$ cat src/rtl/fetch_stage_if.sv
// Instruction SRAM bus between the fetch stage and a synchronous SRAM.
// Read data returns one cycle after the address is presented.
interface fetch_stage_if;
    logic        inst_sram_en;
    logic [31:0] inst_sram_addr;
    logic [31:0] inst_sram_rdata;

    modport master (
        output inst_sram_en,
        output inst_sram_addr,
        input  inst_sram_rdata
    );

    modport slave (
        input  inst_sram_en,
        input  inst_sram_addr,
        output inst_sram_rdata
    );
endinterface

$ cat src/rtl/fetch_stage.sv
// PC generation and IF/ID register for the 5-stage MIPS pipeline.
// Holds the SRAM word across D stalls since the SRAM only returns it once.
module fetch_stage #(
    parameter logic [31:0] RESET_PC = 32'hBFC0_0000,
    parameter logic [31:0] NOP_WORD = 32'h0000_0000
) (
    input  logic         clk,
    input  logic         rst,
    input  logic         stallF,
    input  logic         stallD,
    input  logic         flushD,
    input  logic         branch_takenD,
    input  logic [31:0]  branch_targetD,
    input  logic         jumpD,
    input  logic [31:0]  jump_targetD,
    input  logic         is_bjD,
    input  logic         exc_flush,
    input  logic [31:0]  exc_pc,
    fetch_stage_if.master ibus,
    output logic [31:0]  pcF,
    output logic [31:0]  instrD,
    output logic [31:0]  pcD,
    output logic [31:0]  pc_plus4D,
    output logic         validD,
    output logic         in_dsD,
    output logic         adelD
);

    logic [31:0] pc_plus4F;
    logic [31:0] pc_next;
    logic [31:0] hold;
    logic        hold_valid;
    logic        flush;

    assign pc_plus4F = pcF + 32'd4;
    assign flush     = exc_flush | flushD;

    assign ibus.inst_sram_addr = pcF;
    assign ibus.inst_sram_en   = ~rst & (pcF[1:0] == 2'b00);

    // A redirect while stallF is high is dropped; hazard logic keeps it in D.
    always_comb begin
        pc_next = pc_plus4F;
        if (exc_flush)
            pc_next = exc_pc;
        else if (stallF)
            pc_next = pcF;
        else if (jumpD)
            pc_next = jump_targetD;
        else if (branch_takenD)
            pc_next = branch_targetD;
    end

    always_ff @(posedge clk or posedge rst) begin
        if (rst)
            pcF <= RESET_PC;
        else
            pcF <= pc_next;
    end

    always_ff @(posedge clk or posedge rst) begin
        if (rst) begin
            pcD        <= 32'd0;
            pc_plus4D  <= 32'd0;
            validD     <= 1'b0;
            in_dsD     <= 1'b0;
            adelD      <= 1'b0;
            hold       <= 32'd0;
            hold_valid <= 1'b0;
        end else if (flush) begin
            validD     <= 1'b0;
            in_dsD     <= 1'b0;
            adelD      <= 1'b0;
            hold_valid <= 1'b0;
        end else if (stallD) begin
            if (!hold_valid) begin
                hold       <= ibus.inst_sram_rdata;
                hold_valid <= 1'b1;
            end
        end else begin
            pcD        <= pcF;
            pc_plus4D  <= pc_plus4F;
            validD     <= 1'b1;
            adelD      <= (pcF[1:0] != 2'b00);
            in_dsD     <= is_bjD & validD;
            hold_valid <= 1'b0;
        end
    end

    always_comb begin
        instrD = ibus.inst_sram_rdata;
        if (!validD || adelD)
            instrD = NOP_WORD;
        else if (hold_valid)
            instrD = hold;
    end

endmodule

$ cat src/flat_wrapper.sv
// flat-port wrapper written by rule: the top's interface ports become plain ports
module fetch_stage_flat 
#(
    parameter logic [31:0] RESET_PC = 32'hBFC0_0000,
    parameter logic [31:0] NOP_WORD = 32'h0000_0000
)
  (clk, rst, stallF, stallD, flushD, branch_takenD, branch_targetD, jumpD, jump_targetD, is_bjD, exc_flush, exc_pc, pcF, instrD, pcD, pc_plus4D, validD, in_dsD, adelD, ibus_inst_sram_en, ibus_inst_sram_addr, ibus_inst_sram_rdata);
  fetch_stage_if ibus_i ();
  input  logic clk;
  input  logic rst;
  input  logic stallF;
  input  logic stallD;
  input  logic flushD;
  input  logic branch_takenD;
  input  logic [31:0] branch_targetD;
  input  logic jumpD;
  input  logic [31:0] jump_targetD;
  input  logic is_bjD;
  input  logic exc_flush;
  input  logic [31:0] exc_pc;
  output logic [31:0] pcF;
  output logic [31:0] instrD;
  output logic [31:0] pcD;
  output logic [31:0] pc_plus4D;
  output logic validD;
  output logic in_dsD;
  output logic adelD;
  output wire logic [$bits(ibus_i.inst_sram_en)-1:0] ibus_inst_sram_en;
  output wire logic [$bits(ibus_i.inst_sram_addr)-1:0] ibus_inst_sram_addr;
  input wire logic [$bits(ibus_i.inst_sram_rdata)-1:0] ibus_inst_sram_rdata;
  assign ibus_inst_sram_en = ibus_i.inst_sram_en;
  assign ibus_inst_sram_addr = ibus_i.inst_sram_addr;
  assign ibus_i.inst_sram_rdata = ibus_inst_sram_rdata;
  fetch_stage #(.RESET_PC(RESET_PC), .NOP_WORD(NOP_WORD)) u_core (.clk(clk), .rst(rst), .stallF(stallF), .stallD(stallD), .flushD(flushD), .branch_takenD(branch_takenD), .branch_targetD(branch_targetD), .jumpD(jumpD), .jump_targetD(jump_targetD), .is_bjD(is_bjD), .exc_flush(exc_flush), .exc_pc(exc_pc), .ibus(ibus_i), .pcF(pcF), .instrD(instrD), .pcD(pcD), .pc_plus4D(pc_plus4D), .validD(validD), .in_dsD(in_dsD), .adelD(adelD));
endmodule
$ cat config.mk
export PLATFORM = sky130hd
export DESIGN_NAME = fetch_stage_flat
export DESIGN_NICKNAME = d
export VERILOG_FILES = /design/src/rtl/fetch_stage_if.sv /design/src/rtl/fetch_stage.sv /design/src/flat_wrapper.sv
export SDC_FILE = /design/constraint.sdc
export NUM_CORES = 1
export LEC_CHECK = 0
export CORE_MARGIN = 4
export CORE_UTILIZATION = 39
export DETAILED_ROUTE_END_ITERATION = 10
export PLACE_DENSITY = 0.82
export SETUP_SLACK_MARGIN = 0.3
export SKIP_CTS_REPAIR_TIMING = 1
export SLEW_MARGIN = 10
export SYNTH_ARGS = -nofsm -noshare
export SYNTH_HDL_FRONTEND = slang
export SYNTH_SLANG_ARGS = --single-unit
$ cat constraint.sdc
create_clock -name clk -period 4.84 [get_ports clk]
set_input_delay 1.452 -clock clk [delete_from_list [all_inputs] [get_ports clk]]
set_output_delay 1.452 -clock clk [all_outputs]
set_load 0.05 [all_outputs]
==> flow_summary.toml <==
[outcome]
outcome = "finished clean"

[synth]
netlist_area_mm2 = 0.00719
synth_edf_count = 0
syn_avg_cell_area_um2 = 9.34
yosysMostFrequentCell = "nand2_1"
synth_common_cells = "nand2_1, dfrtp_1, nor2_1"
syn_nets = 908
ys_seq_area_frac = 0.454
async_reset_ff_frac = 1.00
yosysWarnings = 0
synth_top_cell_area_share = 0.421
yosysTopAreaCell = "dfrtp_1"
syn_inst = 770
synth-main-ff-cell = "dfrtp_1"
synth.distinct_cells = 59
ys_seq_elements = 130
synth.area.top_cells = "dfrtp_1, nand2_1, mux2_2"

[drt]
vias_per_cell = 5.38
antenna_left = 0
wl_mm = 25.5
firstDrtPassIters = 5
wire_per_inst_um = 20.3
vias = 6751
drt_iter0_markers = 252
drc = 0

[setup_path]
path_class = "in2out"
cp_common_cell = "clkdlybuf4s50_1"
startpoint_type = "primary input"
crit_arrival_ns = 3.01
path_max_fanout = 2
cpPeakStageDelay_ns = 0.83
path_cells = "clkdlybuf4s50_1 -> mux2i_1 -> nor2_1 -> clkdlybuf4s50_1"
cp_top_family = "buffers and inverters"
worst-path-buf-inv = 2
crit_required_ns = 3.39
cpMaxStageDelayCell = "clkdlybuf4s50_1"
crit_path_end_kind = "output port"

[timing]
rsz0062_at_grt = "no"
setup_ws_ns = 0.378
period_needed_ns = 4.46
maxSlewHeadroom = 0.345
report.final.setup_viol = 0
timing.fmax_mhz = 224
holdWs_ns = 0.472
finalSetupTns_ns = 0
fin_skew_ns = 0.0140
tightest_slew_ns = 0.982
drv_slew = 0
finalHoldViolCount = 0
period_share = 0.922

[cts]
ctsLongestPathBuffers = 2
cts.sinks = 130
cts_buffers = 17
clkTransAtPathRegs_ns = 0.06
cts_root_buffer = "clkbuf_16"
ctsHtreeMaxLevel = 4
cts_tree = "built"
clock_latency_ns = 0.42

[grt]
grt_overflow = 0
antenna_found_initial = 2
grt_usage = 0.248
grt_pass1_wl_mm = 39.6
grt_pass1_vias = 7024
grt_max_degree = 91

[min_path]
hp-class = "reg2reg"

[floorplan]
coreArea_mm2 = 0.0180
start_util = 0.399
rows = 49
die_h_um = 144
die_w_um = 144
ios = 301
die-area_mm2 = 0.0207

[pwr]
power_switching_mw = 1.63
power_frac_seq = 0.329
ir_worst_vdd_mv = 0.256
leakagePower_nw = 4.40
switching_share = 0.368
powerDensity_mw_per_mm2 = 412
power_frac_comb = 0.348
power_frac_clock = 0.323
intPower_mw = 2.80
finalPower_mw = 4.43

[cells_and_area]
nFillCells = 1555
final-instance-count-excl-fill = 1255
final_net_count = 1150
stdcell_area_mm2 = 0.0108
area_growth_pct = 49.6
fin_util = 0.596
layout-drive-gt1-share = 0.109

[place]
dp_hpwl_mm = 18.5
portBuffers = 300
dp_slack_ns = 0.366
gp_congestion = 0.844
place_inst = 1222
placed_cell_area_mm2 = 0.0101

[run]
cap_violations = 0
==> power groups by stage <==
stage               sequential (mW)  combinational [mW]  clock (mW)
CTS                            1.46                1.55        1.45
finish                         1.46                1.54        1.43
detailed placement             1.47                1.55           0
global placement               1.46                1.53           0
global route                   1.49                1.62        1.51
floorplan                      1.88               0.573           0
==> tightest hold or removal path: cells and delay by family, from the launching register on <==
family / cells / cell delay (ns)
simple gates: 2 / 0.10
flops: 1 / 0.34
==> layout by cell type, fill, tap and decap left out, types with 3 or more instances in the layout <==
cell type and instances:
nor4_1 6, nor3_1 11, o2bb2ai_1 5, and4_1 4, nand2b_1 6, a221o_1 6, nor2_1 70, buf_4 14
clkbuf_8 3, nand4_1 5, o211ai_1 4, clkbuf_16 17, a221oi_1 13, clkbuf_1 3, o21ai_1 5, a32o_1 5
o21ai_0 45, clkdlybuf4s50_1 295, o31ai_1 5, dfstp_2 9, inv_1 10, nor2b_1 3, mux2_2 34, and3_1 8
mux2i_1 38, a21oi_1 28, dfrtp_1 120, o22ai_1 8, xnor2_1 16, a211o_1 3, nand2_1 138, bufinv_16 5
a22oi_1 5, a211oi_1 6, xor2_1 9, nor4_4 3, nand3_1 17
==> kinds of logic (layout without fill, tap and decap cells) <==
| kind of cell | count (synthesis) | count (layout) | synth area share |
|---|---|---|---|
| flops | 130 | 130 | 0.454 |
| simple gates | 287 | 287 | 0.187 |
| other cells | 0 | 1 | 0 |
| buf+inv | 102 | 357 | 0.0775 |
| mux | 73 | 73 | 0.108 |
| fa+ha+maj | 1 | 1 | 0.00174 |
| xor+xnor | 25 | 25 | 0.0305 |
| compound gates | 152 | 152 | 0.142 |
==> layout make-up <==
type / instances / area [um^2] / area share
multi-input cells: 538 / 3380 / 0.315
flip-flops and latches: 130 / 3270 / 0.304
repair buffers: 313 / 3110 / 0.289
clock buffers: 23 / 478 / 0.0445
well taps: 229 / 287 / 0.0267
clock inverters: 9 / 176 / 0.0164
inverters: 12 / 48.8 / 0.00454
diodes: 1 / 2.50 / 0.000233
==> routing by layer <==
metal,GRT usage,share of wire,vias to the layer above
met1,0.310,0.40,3253
met5,0,0.00051,-
li1,-,-,3144
met4,0.0783,0.020,2
met3,0.0669,0.085,37
met2,0.419,0.49,315
==> flip-flops by register name, summed over array words and instances (netlist names) <==
signal / count
u_core.ibus.inst_sram_addr: 32
u_core.adelD: 1
u_core.pcD: 30
u_core.validD: 1
u_core.pc_plus4D: 32
u_core.hold: 32
u_core.in_dsD: 1
u_core.hold_valid: 1
==> final timing paths <==
| kind | from | endpoint | slack [ns] | depth (start not counted) |
|---|---|---|---|---|
| max | ibus_inst_sram_rdata[4] | instrD[4] | 0.38 | 4 |
| min | u_core.pcD[17] | u_core.pcD[17] | 0.47 | 2 |
| max reg2reg | u_core.ibus.inst_sram_addr[3] | u_core.ibus.inst_sram_addr[22] | 2.24 | 6 |
| min reg2reg | u_core.pcD[17] | u_core.pcD[17] | 0.47 | 2 |
| max in group asynchronous | rst | u_core.ibus.inst_sram_addr[22] | 2.75 | 3 |
| min in group asynchronous | rst | u_core.hold[11] | 1.37 | 2 |
Note: power is estimated with default switching activity, not from simulation.
